[src/rtl/wb_bus_scheduler.sv]
// rtl/wb_bus_scheduler.sv - round-robin N-master Wishbone arbiter onto one slave port.
// Optional watchdog (counter, ABORT/RELEASE states) enabled by WB_BUS_SCHEDULER_WATCHDOG_EN.
module wb_bus_scheduler #(
    parameter int N       = 2,
    parameter int AW      = 32,
    parameter int DW      = 32,
    parameter int TIMEOUT = 255
) (
    input  logic              clk_i,
    input  logic              rst_n_i,
    input  logic [N-1:0]      m_cyc_i,
    input  logic [N-1:0]      m_stb_i,
    input  logic [N-1:0]      m_we_i,
    input  logic [N*AW-1:0]   m_adr_i,
    input  logic [N*DW-1:0]   m_dat_i,
    input  logic [N*DW/8-1:0] m_sel_i,
    output logic [N-1:0]      m_ack_o,
    output logic [N-1:0]      m_err_o,
    output logic [DW-1:0]     m_dat_o,
    output logic              s_cyc_o,
    output logic              s_stb_o,
    output logic              s_we_o,
    output logic [AW-1:0]     s_adr_o,
    output logic [DW-1:0]     s_dat_o,
    output logic [DW/8-1:0]   s_sel_o,
    input  logic              s_ack_i,
    input  logic              s_err_i,
    input  logic [DW-1:0]     s_dat_i,
    output logic [N-1:0]      gnt_o,
    output logic              busy_o,
    output logic              timeout_o
);
    localparam int IW = (N > 1) ? $clog2(N) : 1;
    localparam int SW = DW / 8;

`ifdef WB_BUS_SCHEDULER_WATCHDOG_EN
    typedef enum logic [1:0] {IDLE = 2'd0, BUSY = 2'd1, ABORT = 2'd2, RELEASE = 2'd3} state_t;
    logic [15:0] wd_cnt;
    logic        stall;
`else
    typedef enum logic [1:0] {IDLE = 2'd0, BUSY = 2'd1} state_t;
`endif

    state_t        state;
    logic [IW-1:0] gnt_idx;
    logic [IW-1:0] last_grant;
    logic [IW-1:0] next_idx;
    logic [IW:0]   cand_sum;
    logic [IW-1:0] cand;
    logic          found;
    logic          act;

    // Search from last_grant+1 with wrap; i == N revisits last_grant so it wins only when alone.
    always_comb begin
        next_idx = last_grant;
        found    = 1'b0;
        cand_sum = '0;
        cand     = '0;
        for (int i = 1; i <= N; i++) begin
            cand_sum = {1'b0, last_grant} + (IW+1)'(i);
            if (cand_sum >= (IW+1)'(N)) cand_sum = cand_sum - (IW+1)'(N);
            cand = cand_sum[IW-1:0];
            if (!found && m_cyc_i[cand]) begin
                next_idx = cand;
                found    = 1'b1;
            end
        end
    end

    assign act     = (state == BUSY) && m_cyc_i[gnt_idx];
    assign s_cyc_o = act;
    assign s_stb_o = act && m_stb_i[gnt_idx];
    assign s_we_o  = act && m_we_i[gnt_idx];
    assign s_adr_o = act ? m_adr_i[gnt_idx*AW +: AW] : '0;
    assign s_dat_o = act ? m_dat_i[gnt_idx*DW +: DW] : '0;
    assign s_sel_o = act ? m_sel_i[gnt_idx*SW +: SW] : '0;
    assign m_dat_o = s_dat_i;

    always_comb begin
        m_ack_o = '0;
        m_err_o = '0;
        if (state == BUSY) begin
            m_ack_o[gnt_idx] = s_ack_i;
            m_err_o[gnt_idx] = s_err_i;
        end
`ifdef WB_BUS_SCHEDULER_WATCHDOG_EN
        if (state == ABORT) m_err_o[gnt_idx] = 1'b1;
`endif
    end

`ifdef WB_BUS_SCHEDULER_WATCHDOG_EN
    assign stall     = s_stb_o && !s_ack_i && !s_err_i;
    assign timeout_o = (state == ABORT);
`else
    assign timeout_o = 1'b0;
`endif

    always_ff @(posedge clk_i or negedge rst_n_i) begin
        if (!rst_n_i) begin
            state      <= IDLE;
            gnt_idx    <= '0;
            last_grant <= IW'(N-1);
            gnt_o      <= '0;
            busy_o     <= 1'b0;
`ifdef WB_BUS_SCHEDULER_WATCHDOG_EN
            wd_cnt     <= '0;
`endif
        end else begin
            case (state)
                IDLE: begin
                    if (|m_cyc_i) begin
                        state      <= BUSY;
                        gnt_idx    <= next_idx;
                        last_grant <= next_idx;
                        gnt_o      <= N'(1) << next_idx;
                        busy_o     <= 1'b1;
                    end
                end
                BUSY: begin
                    if (!m_cyc_i[gnt_idx]) begin
                        state  <= IDLE;
                        gnt_o  <= '0;
                        busy_o <= 1'b0;
`ifdef WB_BUS_SCHEDULER_WATCHDOG_EN
                        wd_cnt <= '0;
                    end else if (stall) begin
                        // Reaching the limit this cycle aborts; an ack/err here would have cleared stall.
                        if (wd_cnt == 16'(TIMEOUT-1)) begin
                            state  <= ABORT;
                            wd_cnt <= '0;
                        end else begin
                            wd_cnt <= wd_cnt + 16'd1;
                        end
                    end else begin
                        wd_cnt <= '0;
`endif
                    end
                end
`ifdef WB_BUS_SCHEDULER_WATCHDOG_EN
                ABORT: state <= RELEASE;
                RELEASE: begin
                    if (!m_cyc_i[gnt_idx]) begin
                        state  <= IDLE;
                        gnt_o  <= '0;
                        busy_o <= 1'b0;
                    end
                end
`endif
                default: begin
                    state  <= IDLE;
                    gnt_o  <= '0;
                    busy_o <= 1'b0;
                end
            endcase
        end
    end
endmodule
[config.mk]
export PLATFORM = sky130hd
export DESIGN_NAME = wb_bus_scheduler
export DESIGN_NICKNAME = d
export VERILOG_FILES = /design/src/rtl/wb_bus_scheduler.sv
export SDC_FILE = /design/constraint.sdc
export NUM_CORES = 1
export LEC_CHECK = 0
export ABC_AREA = 1
export BUFFER_PORTS_ARGS = -buffer_cell sky130_fd_sc_hd__buf_2
export CORE_AREA = 2 2 112 114
export DETAILED_ROUTE_END_ITERATION = 8
export DIE_AREA = 0 0 114 116
export PLACE_DENSITY_LB_ADDON = 0.1
export SLEW_MARGIN = 10
export SYNTH_ARGS = -nofsm -noshare
export SYNTH_HDL_FRONTEND = slang
export SYNTH_SLANG_ARGS = --single-unit
[constraint.sdc]
create_clock -name clk_i -period 1 [get_ports clk_i]
set_input_delay 0.1 -clock clk_i [delete_from_list [all_inputs] [get_ports clk_i]]
set_output_delay 0.1 -clock clk_i [all_outputs]
set_load 0.02 [all_outputs]
==> summary.txt <==
Run status
  – Failing checks: negative setup slack
  – Status: complete, but fails checks

Drt
  – Wirelength per Cell: approximately 14 um
  – Vias/cell: ~4.2
  – DR iter-0 viols: 59
  – DRC violations left: 0
  – Final WL: about 9200 um
  – First-pass DRT Iterations: 4
  – Post-route antenna net violation count: 0
  – Via count: 2781

Logic synthesis
  – Mapped Area: 0.00180 mm2
  – Synth Warn #: 0
  – Main combinational cell family by area after synthesis: simple AND/OR/NAND/NOR gates
  – Number of flops mapped to enable cells by yosys: 0
  – Post-synthesis mux area share: 0%
  – Seq/Total Area, Yosys: ~7.0%
  – Adder-Cell Fraction of Synth Area: 0%
  – Ys async rst share: 100%
  – Synth Area in Simple Gates: 35.0%
  – Synthesized instance count: 303
  – Compound-Gate Fraction of Synth Area: 34.4%
  – Yosys reg bits: 5
  – Top FF cell, synth: dfrtp_1
  – Syn_nets: around 480
  – Post-Synth XOR/XNOR Area: 0%
  – Cell variety after synth: 20
  – Syn Area/Cell: 5.94 um2

STA
  – Minimum clock period: about 1600 ps
  – Fmax: 0.642 GHz
  – Final WS setup: -559 ps
  – Final setup viols: 81
  – Post-route setup TNS: -40260 ps
  – Crit share post-route: 156%
  – RSZ-0062 raised after global routing: true
  – Worst-case clock skew: 2.54 ps
  – Final hold vios: 0
  – Max Slew Vio Count: 0

Run
  – Max-cap viol count: 0

Die
  – Die footprint: between 0.01 and 0.015 mm2
  – Initial Utilization: 15.1%
  – Die Wd: between 100 and 150 um
  – Std-Cell Rows: 40
  – Core area: 0.0119 mm2
  – Die H: 116 um
  – I/O pins: ~290

Placed design
  – IO buf count: 223
  – Dpl hpwl: 6680 um
  – Inst Count DP: about 640
  – Gpl congestion: 0.741
  – Area post-placement: between 0.003 and 0.004 mm2

Worst hold path
  – Critical hold path startpoint: s_dat_i[20]
  – Hold crit path type: input port to primary output

CTS
  – # H-tree levels: 1
  – CTS sink count: 5
  – CTS tree: done
  – Clock root buffer: clkbuf_16
  – CTS clk-pin slew, worst paths: 30 ps
  – Skew-Pair Late Insertion Delay: 220 ps
  – Total CTS buffers: 3
  – CTS max path bufs: 2

Setup path
  – Crit. Startpoint: gnt_idx
  – Worst-path maximum fanout: 7
  – Critical path class: register to primary output
  – Critical Path Start Type: register
  – Crit path max-delay cell type: dfrtp_2
  – Critical Path Max Stage Delay: 430 ps
  – Crit-path cells: inv_4 > nand3_4 > nand2_8 > inv_16 > buf_16 > a21oi_4 > buf_6
  – Worst EP required: 900 ps
  – FF-to-FF Start: busy_o
  – Worst path arrival time: around 1500 ps
  – CP top delay family: buffers and inverters
  – Critical path buffers and inverters: 4
  – Worst Setup End Kind: primary output

Power
  – Overall Power: about 13000 uW
  – Cell area power density: 2890 mW/mm2
  – Maximum VDD drop: 1140 uV
  – P_leak: between 0.002 and 0.0025 uW

Finish
  – Diodes inserted: 0
  – Fin area: 0.00465 mm2
  – Layout Cells excl Fill: 665
  – Nets@finish: 697
  – Layout cells sized above 1: 76.4%
  – Area Growth Syn to Fin: 158%

Global route
  – Initial antenna violation count: 0
  – Total gr overflow: 0
  – Largest net degree at the start of global routing: 34
  – Vias in the first global route: 2875
  – Global-route usage over all layers: 13.0%
  – First-pass GRT wire length: 13900 um
[registers in the layout (all words and copies together) (netlist names)]
register and flops:
gnt_o 2, gnt_idx 1, last_grant 1, busy_o 1
[metal layers]
metal,global-route usage [%],part of all wire [%],vias up,routed length (um)
met3,1.94,6.4,18,585
li1,-,-,1358,-
met2,25.6,56,136,5120
met4,2.11,1.2,0,109
met5,0,0,-,0
met1,14.9,37,1269,3350
[path summary, 6_finish.rpt]
kind	endpoint	slack, ps	cells past startpoint
min in group asynchronous	gnt_o[1]	220	2
max	s_adr_o[29]	-560	7
max in group asynchronous	last_grant	560	2
min reg2reg	gnt_o[0]	470	2
max reg2reg	busy_o	-150	5
min	m_dat_o[20]	200	0
[worst reg2reg max path, cell delays in order (launching register included)]
cell,delay (ps)
dfrtp_2,430
nand3_2,150
nand2_8,110
inv_8,120
buf_12,160
nand2_1,70
[kinds of logic after synthesis]
| kind of cell | Yosys count |
|---|---|
| other | 1 |
| DFF | 5 |
| buffers and inverters | 61 |
| AOI/OAI and AO/OA | 72 |
| and+or+nand+nor | 164 |
[power by group]
group	switching, uW	internal, uW	leakage (uW)
registers	102	323	0.0000579
clock network	124	528	0.0000382
logic	6610	5740	0.00198
total	6830	6590	0.00207
[placed cells by master (no fill, tap or decap), types with 2 or more instances in the layout]
| cell type | n |
|---|---|
| buf_2 | 147 |
| buf_16 | 9 |
| nand3_4 | 2 |
| dfrtp_2 | 2 |
| nand2_2 | 40 |
| buf_12 | 11 |
| inv_4 | 2 |
| nand2_1 | 113 |
| buf_4 | 17 |
| inv_1 | 2 |
| buf_6 | 80 |
| dfrtp_1 | 2 |
| a21oi_4 | 69 |
| nor2_4 | 4 |
| clkbuf_16 | 3 |
[stage by stage]
| step | setup WS, ps | utilization, % | hold slack (ps) |
|---|---|---|---|
| floorplan | -229 | - | -196 |
| global placement | -363 | 30.0 | -79.0 |
| detailed placement | -388 | 30.0 | -74.7 |
| CTS | -566 | 38.3 | 200 |
| global route | -615 | 39.0 | 200 |
| finish | -559 | 39.0 | 200 |
[what timing repair did]
action,in CTS,in global routing
endpoints found under the setup margin,81,81
setup buffers,8,2
pin swaps,1,1
gates resized for setup,203,28
hold endpoints to repair,5,0
cloned,8,0
hold buffers,1,0
[area by class of cell]
class,count,area [um2]
fillers,1223,7270
repair buffers,265,2240
multi-input cells,237,1960
well taps,147,184
flip-flops and latches,5,129
clock buffers,4,78.8
inverters,6,43.8
repair inverters,1,11.3
[synthesized netlist by cell type, types with 2 or more instances]
| master | n | share of area (%) |
|---|---|---|
| a21oi_2 | 69 | 34 |
| buf_2 | 8 | 2.2 |
| buf_4 | 34 | 14 |
| buf_6 | 7 | 4.4 |
| clkbuf_1 | 6 | 1.3 |
| dfrtp_1 | 4 | 5.6 |
| inv_1 | 4 | 0.83 |
| nand2_1 | 154 | 32 |
| nand3_1 | 2 | 0.56 |
| nor2_1 | 5 | 1.0 |
(Power assumes the default switching activity.)
